## src/rtl/led_button_and_cascade.sv

```systemverilog
// rtl/led_button_and_cascade.sv - pipelined AND-reduction of a button vector to one LED bit
// Optional feature macro: LED_BUTTON_STICKY_EN (adds latched out_sticky output)
module led_button_and_cascade #(
  parameter int LENGTH    = 8,
  parameter int PIPELINED = 1
) (
  input  logic              clock,
  input  logic              reset,
  input  logic [LENGTH-1:0] in,
  output logic              out,
  output logic              out_valid
`ifdef LED_BUTTON_STICKY_EN
  ,
  output logic              out_sticky
`endif
);

  // Width of the operand vector entering level lvl (level 0 is the input register).
  function automatic int width_at(input int lvl);
    int w;
    w = LENGTH;
    for (int i = 0; i < lvl; i++) begin
      w = (w + 1) / 2;
    end
    return w;
  endfunction

  // Bit offset of level lvl inside the flattened level bus.
  function automatic int offset_at(input int lvl);
    int o;
    o = 0;
    for (int i = 0; i < lvl; i++) begin
      o = o + width_at(i);
    end
    return o;
  endfunction

  localparam int L     = (LENGTH > 1) ? $clog2(LENGTH) : 0;
  localparam int LAT   = (PIPELINED != 0) ? L + 1 : 2;
  localparam int TOTAL = offset_at(L + 1);
  localparam logic [3:0] LAT_C = 4'(LAT);

  logic [LENGTH-1:0] in_q;
  logic [TOTAL-1:0]  bus;
  logic              tree_out;
  logic [3:0]        fill;

  // Stage 0: capture the input word every cycle, no handshake.
  always_ff @(posedge clock) begin
    if (reset) begin
      in_q <= '0;
    end else begin
      in_q <= in;
    end
  end

  assign bus[LENGTH-1:0] = in_q;

  genvar l;
  generate
    for (l = 1; l <= L; l++) begin : g_lvl
      localparam int WI = width_at(l - 1);
      localparam int WO = width_at(l);
      localparam int OI = offset_at(l - 1);
      localparam int OO = offset_at(l);

      logic [WI-1:0]   src;
      logic [2*WO-1:0] pad;
      logic [WO-1:0]   res;

      assign src = bus[OI+WI-1:OI];

      // An odd leftover operand is paired with a constant 1 so it passes through.
      if (WI % 2 == 1) begin : g_odd
        assign pad = {1'b1, src};
      end else begin : g_even
        assign pad = src;
      end

      // Pairwise AND of adjacent operands for this level.
      always_comb begin
        res = '0;
        for (int k = 0; k < WO; k++) begin
          res[k] = pad[2*k] & pad[2*k+1];
        end
      end

      if (PIPELINED != 0) begin : g_reg
        logic [WO-1:0] q;
        // Level register; cleared by reset so in-flight words are discarded.
        always_ff @(posedge clock) begin
          if (reset) begin
            q <= '0;
          end else begin
            q <= res;
          end
        end
        assign bus[OO+WO-1:OO] = q;
      end else begin : g_comb
        assign bus[OO+WO-1:OO] = res;
      end
    end
  endgenerate

  // The final level is a single bit at the top of the bus.
  assign tree_out = bus[TOTAL-1];

  generate
    if (PIPELINED != 0) begin : g_out_pipe
      assign out = tree_out;
    end else begin : g_out_comb
      logic out_r;
      // Single output register behind the combinational tree.
      always_ff @(posedge clock) begin
        if (reset) begin
          out_r <= 1'b0;
        end else begin
          out_r <= tree_out;
        end
      end
      assign out = out_r;
    end
  endgenerate

  // Fill counter: saturates once the pipeline holds only post-reset words.
  always_ff @(posedge clock) begin
    if (reset) begin
      fill <= 4'd0;
    end else if (fill != LAT_C) begin
      fill <= fill + 4'd1;
    end
  end

  assign out_valid = (fill == LAT_C);

`ifdef LED_BUTTON_STICKY_EN
  // Latch any observed high output until the next reset; reset has priority.
  always_ff @(posedge clock) begin
    if (reset) begin
      out_sticky <= 1'b0;
    end else if (out) begin
      out_sticky <= 1'b1;
    end
  end
`endif

endmodule

```

## config.mk

```make
export PLATFORM = sky130hd
export DESIGN_NAME = led_button_and_cascade
export DESIGN_NICKNAME = d
export VERILOG_FILES = /design/src/rtl/led_button_and_cascade.sv
export SDC_FILE = /design/constraint.sdc
export NUM_CORES = 1
export LEC_CHECK = 0
export ABC_AREA = 1
export CAP_MARGIN = 20
export CORE_AREA = 4 4 43 45
export DETAILED_ROUTE_END_ITERATION = 10
export DIE_AREA = 0 0 47 49
export PLACE_DENSITY = 0.69
export RECOVER_POWER = 25
export SLEW_MARGIN = 10
export SYNTH_ARGS = -nofsm -noshare
export SYNTH_HDL_FRONTEND = slang
export SYNTH_SLANG_ARGS = --single-unit
```

## constraint.sdc

```tcl
create_clock -name clock -period 1.18 [get_ports clock]
set_input_delay 0.236 -clock clock [delete_from_list [all_inputs] [get_ports clock]]
set_output_delay 0.236 -clock clock [all_outputs]
set_load 0.05 [all_outputs]
```

==> flow_summary_export.csv, run 1 <==
group,metric,value,unit
worst_setup_path,max_stage_delay,0.33,ns
sta,rsz0062_at_grt,"true",
die,start_util,0.440,
drt,drt_iter0_markers,0,
grt,antenna_found_initial,0,
sta,finalMaxSlewViolations,0,
worst_setup_path,crit_type,"reg -> out",
sta,skew,0.00175,ns
layout,fin_nets,112,
worst_setup_path,crit_buf_inv,3,
die,die_area,2300,sq um
worst_setup_path,worst-path-max-fanout,2,
worst_setup_path,crit_chain,"inv_2, ha_4, nand3_4, inv_4, buf_12",
cts,clk_latency,0.28,ns
layout,layout-drive-gt1-share,0.172,
grt,first_global_vias,402,
yosys,ys_seq_area_frac,0.587,
grt,track_usage,0.0826,
power,ir_drop,0.000795,V
sta,worst_slack,-0.128,ns
worst_setup_path,crit_required,0.94,ns
yosys,synth_cell_types,12,
drt,post-route-drc-count,0,
power,powerDensity,1580,nW/um^2
cts,root_buffer,"clkbuf_4",
status,violations,"negative setup slack",
worst_setup_path,crit_path_top_delay_cell,"dfxtp_2",
grt,grt_pass1_wl,1460,microns
sta,slew_headroom,0.798,
sta,worst_pin_slew,0.302,ns
worst_setup_path,worstSetupEndpointType,"primary output",
cts,cts_tree,"built",
sta,hold_violations,0,
placement,gp_congestion,0.649,
die,io_pins,12,
placement,io_buffers,11,
die,die_x,47,microns
layout,final_cell_mix,"nor2_1, dfxtp_1, nand2_1, inv_1, clkdlybuf4s50_1",
layout,mostFrequentLayoutCell,"nor2_1",
status,status,"finished, violations left",
drt,viasPerCell,4.17,
sta,setup_viol,1,
die,core,1470,sq um
cts,clock_path_buffers,2,
sta,final.period_utilization,1.11,
worst_setup_path,cp_top_family,"flip-flops",
job,cap_viol_max_count,0,
placement,dp_hpwl,681,microns
placement,pre_cts_ws,0.0768,ns
drt,num_vias,479,
cts,cts_buffers,3,
drt,wl_per_cell,7.54,microns
layout,final_cell_area,873,sq um
drt,ant_nets,0,
worst_setup_path,startpoint_type,"flop",
grt,grt_start_max_net_pins,11,
placement,dp_cells,110,
cts,clk_pin_slew_worst_paths,0.10,ns
yosys,avgSynthCellArea,8.10,sq um
sta,post-route-min-period,1.31,ns
worst_setup_path,cp.arrival,1.07,ns
die,die_h,49,microns
drt,routed_wl,867,microns
yosys,synth_seq_cells,19,
layout,fin_cells,115,
placement,placed_cell_area,826,sq um
power,power.leakage,0.406,nW
yosys,yosysWarnings,0,
yosys,synth_nets,92,
cts,cts.sinks,19,
die,row_count,14,
drt,firstDrtPassIters,1,
worst_hold_path,hold_class,"reg -> reg",
sta,timing.fmax,764,MHz
yosys,synth_area,648,sq um
layout,antenna_cells,0,
cts,htreeDepth,1,
layout,area_delta_synth_final,34.7,%
yosys,syn_inst,80,
grt,grt_overflow,0,
worst register-to-register path: cells and delay by family, from the launching register on:
kind / cells / cell delay [ns]
buffers and inverters: 3 / 0.34
flip-flops: 1 / 0.33
AND/OR/NAND/NOR: 3 / 0.21
adder cells (fa/ha/maj): 1 / 0.13
state kept, by name (all words and copies together), names as in the netlist:
name,count
out,1
fill,4
g_lvl.g_reg.q,6
g_lvl.pad,8
final timing paths:
kind,from,slack [ns],to,depth (start not counted)
worst min register to register,g_lvl[2].g_reg.q[1]$_SDFF_PP0_,0.42,out$_SDFF_PP0_,2
worst max register to register,fill[1]$_SDFFE_PP0P_,0.08,fill[0]$_SDFFE_PP0P_,7
worst min-delay path,g_lvl[2].g_reg.q[1]$_SDFF_PP0_,0.42,out$_SDFF_PP0_,2
worst max-delay path,fill[1]$_SDFFE_PP0P_,-0.13,out_valid,5
Yosys cell counts:
cell type / number / share of area
dfxtp_1: 19 / 0.59
nand4_1: 1 / 0.0097
nand3_1: 1 / 0.0077
buf_2: 2 / 0.015
clkinv_1: 1 / 0.0058
nand2_1: 16 / 0.093
a21oi_1: 1 / 0.0077
ha_1: 2 / 0.039
nor2_1: 21 / 0.12
nand3_4: 1 / 0.027
inv_1: 14 / 0.081
inv_2: 1 / 0.0058
final cells by class:
| class | count | area [sq um] |
|---|---|---|
| sequential | 19 | 383 |
| fill | 138 | 598 |
| inverter | 16 | 62.6 |
| clock buffer | 4 | 26.3 |
| timing repair buffer | 17 | 171 |
| multi-input combinational | 43 | 210 |
| tap | 16 | 20.0 |
timing repair:
| item | 4_1_cts | 5_1_grt |
|---|---|---|
| gates resized for setup | 7 | 0 |
| pin swaps | 2 | 0 |
| hold buffers | 0 | 0 |
| gates cloned | 0 | 0 |
| buffers inserted | 1 | 0 |
| endpoints found under the setup margin | 1 | 1 |
| hold endpoints to repair | 0 | 0 |
logic make-up (layout without fill, tap and decap cells):
logic type / count (synthesis) / in the layout / share of synthesized area
buf+inv: 18 / 37 / 0.108
fa+ha+maj: 2 / 2 / 0.0386
simple gates: 40 / 40 / 0.259
compound gates: 1 / 1 / 0.00771
flops: 19 / 19 / 0.587
metrics by stage:
stage	total power, W	setup TNS [ns]	util	hold slack, ns
floorplan	0.000913	0	-	0.343
global placement	0.00104	0	0.561	0.398
detailed placement	0.00104	0	0.561	0.403
CTS	0.00140	-0.145	0.596	0.425
global route	0.00147	-0.191	0.594	0.432
finish	0.00138	-0.128	0.594	0.418
routing by layer:
layer  GRT usage  up-vias  wire (microns)
met5           0        -               0
met4      0.0276        0               0
met3      0.0221        0              42
met2       0.127        7             410
met1       0.109      206             414
li1            -      266               -
power by group:
group | internal, W | total, W | switching [W]
logic | 0.000177 | 0.000342 | 0.000166
registers | 0.000694 | 0.000729 | 0.0000345
clock network | 0.000131 | 0.000306 | 0.000175
total | 0.00100 | 0.00138 | 0.000375
No activity file was read; power rests on OpenSTA's default activity.
==> run 2, diff against run 1 <==
SETUP_SLACK_MARGIN = 0.1   (was not set)
==> flow_summary_export.csv, run 2 (same netlist as run 1, synthesis figures left out) <==
group,metric,value,unit
placement,placed_cell_area,830,sq um
sta,worst_slack,-0.158,ns
worst_setup_path,startpoint_type,"flop",
power,p_switching,0.000418,W
sta,timing.fmax,747,MHz
placement,io_buffers,11,
layout,area_delta_synth_final,38.2,%
cts,root_buffer,"clkbuf_4",
grt,first_global_vias,432,
drt,post-route-drc-count,0,
worst_setup_path,crit_required,0.94,ns
die,start_util,0.440,
worst_setup_path,crit_type,"reg -> out",
worst_setup_path,crit_path_top_delay_cell,"dfxtp_2",
drt,wl_per_cell,9.00,microns
power,p_sw_frac,0.293,
drt,routed_wl,1040,microns
layout,antenna_cells,0,
power,seqPwrFrac,0.513,
worst_setup_path,crit_chain,"inv_2, ha_4, nand3_4, inv_4, buf_12",
die,row_count,14,
cts,htreeDepth,1,
die,io_pins,12,
cts,cts_tree,"built",
status,violations,"negative setup slack",
sta,worst_pin_slew,0.309,ns
sta,skew,0.000778,ns
job,cap_viol_max_count,0,
worst_setup_path,worst-path-max-fanout,2,
cts,clk_pin_slew_worst_paths,0.10,ns
worst_setup_path,max_stage_delay,0.34,ns
sta,final.period_utilization,1.13,
cts,clock_path_buffers,2,
worst_setup_path,worstSetupEndpointType,"primary output",
grt,grt_overflow,0,
layout,mostFrequentLayoutCell,"nor2_1",
grt,antenna_found_initial,0,
sta,slew_headroom,0.794,
grt,grt_pass1_wl,1730,microns
worst_setup_path,cp.arrival,1.10,ns
die,die_area,2300,sq um
cts,cts.sinks,19,
layout,final_cell_mix,"nor2_1, nand2_1, dfxtp_1, inv_1, clkdlybuf4s50_1",
drt,viasPerCell,4.32,
die,die_x,47,microns
power,powerDensity,1590,nW/um^2
sta,setup_viol,1,
worst_hold_path,hold_class,"reg -> reg",
cts,clk_latency,0.29,ns
power,power.leakage,0.407,nW
sta,post-route-min-period,1.34,ns
grt,track_usage,0.109,
layout,fin_nets,112,
cts,cts_buffers,3,
power,internal_power,0.00101,W
sta,finalMaxSlewViolations,0,
die,core,1470,sq um
drt,num_vias,497,
drt,firstDrtPassIters,4,
power,comb_power_share,0.260,
grt,grt_start_max_net_pins,12,
sta,hold_violations,0,
placement,dp_hpwl,702,microns
power,ir_drop,0.000926,V
layout,largest_reg_flops,8,
die,die_h,49,microns
placement,gp_congestion,0.649,
drt,drt_iter0_markers,10,
sta,rsz0062_at_grt,"true",
status,status,"finished, violations left",
power,p_clk_frac,0.227,
layout,final_cell_area,896,sq um
sta,holdWs,0.414,ns
layout,layout-drive-gt1-share,0.212,
drt,ant_nets,0,
run 2: cell count changes in the layout (fill, tap and decap cells not counted), sizes merged:
cell and change:
clkinv +1, clkbuf -1
run 2: power by group through the flow:
stage	logic (W)	registers [W]	clock network, W
3_5_place_dp	0.000316	0.000738	0
2_1_floorplan	0.000174	0.000745	0
5_1_grt	0.000414	0.000736	0.000380
4_1_cts	0.000342	0.000729	0.000331
3_3_place_gp	0.000308	0.000736	0
6_report	0.000371	0.000731	0.000323
run 2: per-layer routing:
| metal | vias up | GRT usage | share of wire |
|---|---|---|---|
| met3 | 6 | 0.0443 | 0.043 |
| met2 | 11 | 0.156 | 0.46 |
| met5 | - | 0 | 0 |
| met1 | 212 | 0.124 | 0.44 |
| li1 | 268 | - | - |
| met4 | 0 | 0.0829 | 0.050 |
run 2: final timing paths:
check	to	from	depth (start not counted)	slack (ns)
hold / removal	out$_SDFF_PP0_	g_lvl[2].g_reg.q[1]$_SDFF_PP0_	2	0.41
setup reg to reg	fill[1]$_SDFFE_PP0P_	fill[1]$_SDFFE_PP0P_	8	0.05
setup / recovery	out_valid	fill[1]$_SDFFE_PP0P_	5	-0.16
hold reg to reg	out$_SDFF_PP0_	g_lvl[2].g_reg.q[1]$_SDFF_PP0_	2	0.41
run 2: area by class of cell:
class,instances,area (sq um)
fillers,145,576
well taps,16,20.0
clock inverters,1,5.00
clock buffers,3,22.5
flip-flops and latches,19,384
inverters,16,62.6
repair buffers,17,175
multi-input cells,43,226
run 2: worst max-delay path: cells and delay by family, from the launching register on:
kind | cells | cell delay, ns
DFF | 1 | 0.34
buffers and inverters | 3 | 0.26
and+or+nand+nor | 1 | 0.07
adders and majority gates | 1 | 0.13
run 2: what timing repair did:
item                                    4_1_cts  5_1_grt
pin swaps                                     2        2
setup buffers                                 0        1
resized for setup                             5        5
endpoints found under the hold margin         0        0
hold buffers                                  0        0
endpoints found under the setup margin        1        4
run 2: through the flow:
| step | TNS [ns] | power [W] | worst slack [ns] | util | instances |
|---|---|---|---|---|---|
| 4_1_cts | -0.167 | 0.00140 | -0.167 | 0.592 | 114 |
| 3_5_place_dp | 0 | 0.00105 | 0.0814 | 0.564 | 110 |
| 3_3_place_gp | 0 | 0.00104 | 0.0973 | 0.564 | 110 |
| 6_report | -0.158 | 0.00142 | -0.158 | 0.609 | 115 |
| 2_1_floorplan | 0 | 0.000919 | 0.127 | - | 80 |
| 5_1_grt | -0.253 | 0.00153 | -0.218 | 0.609 | 115 |
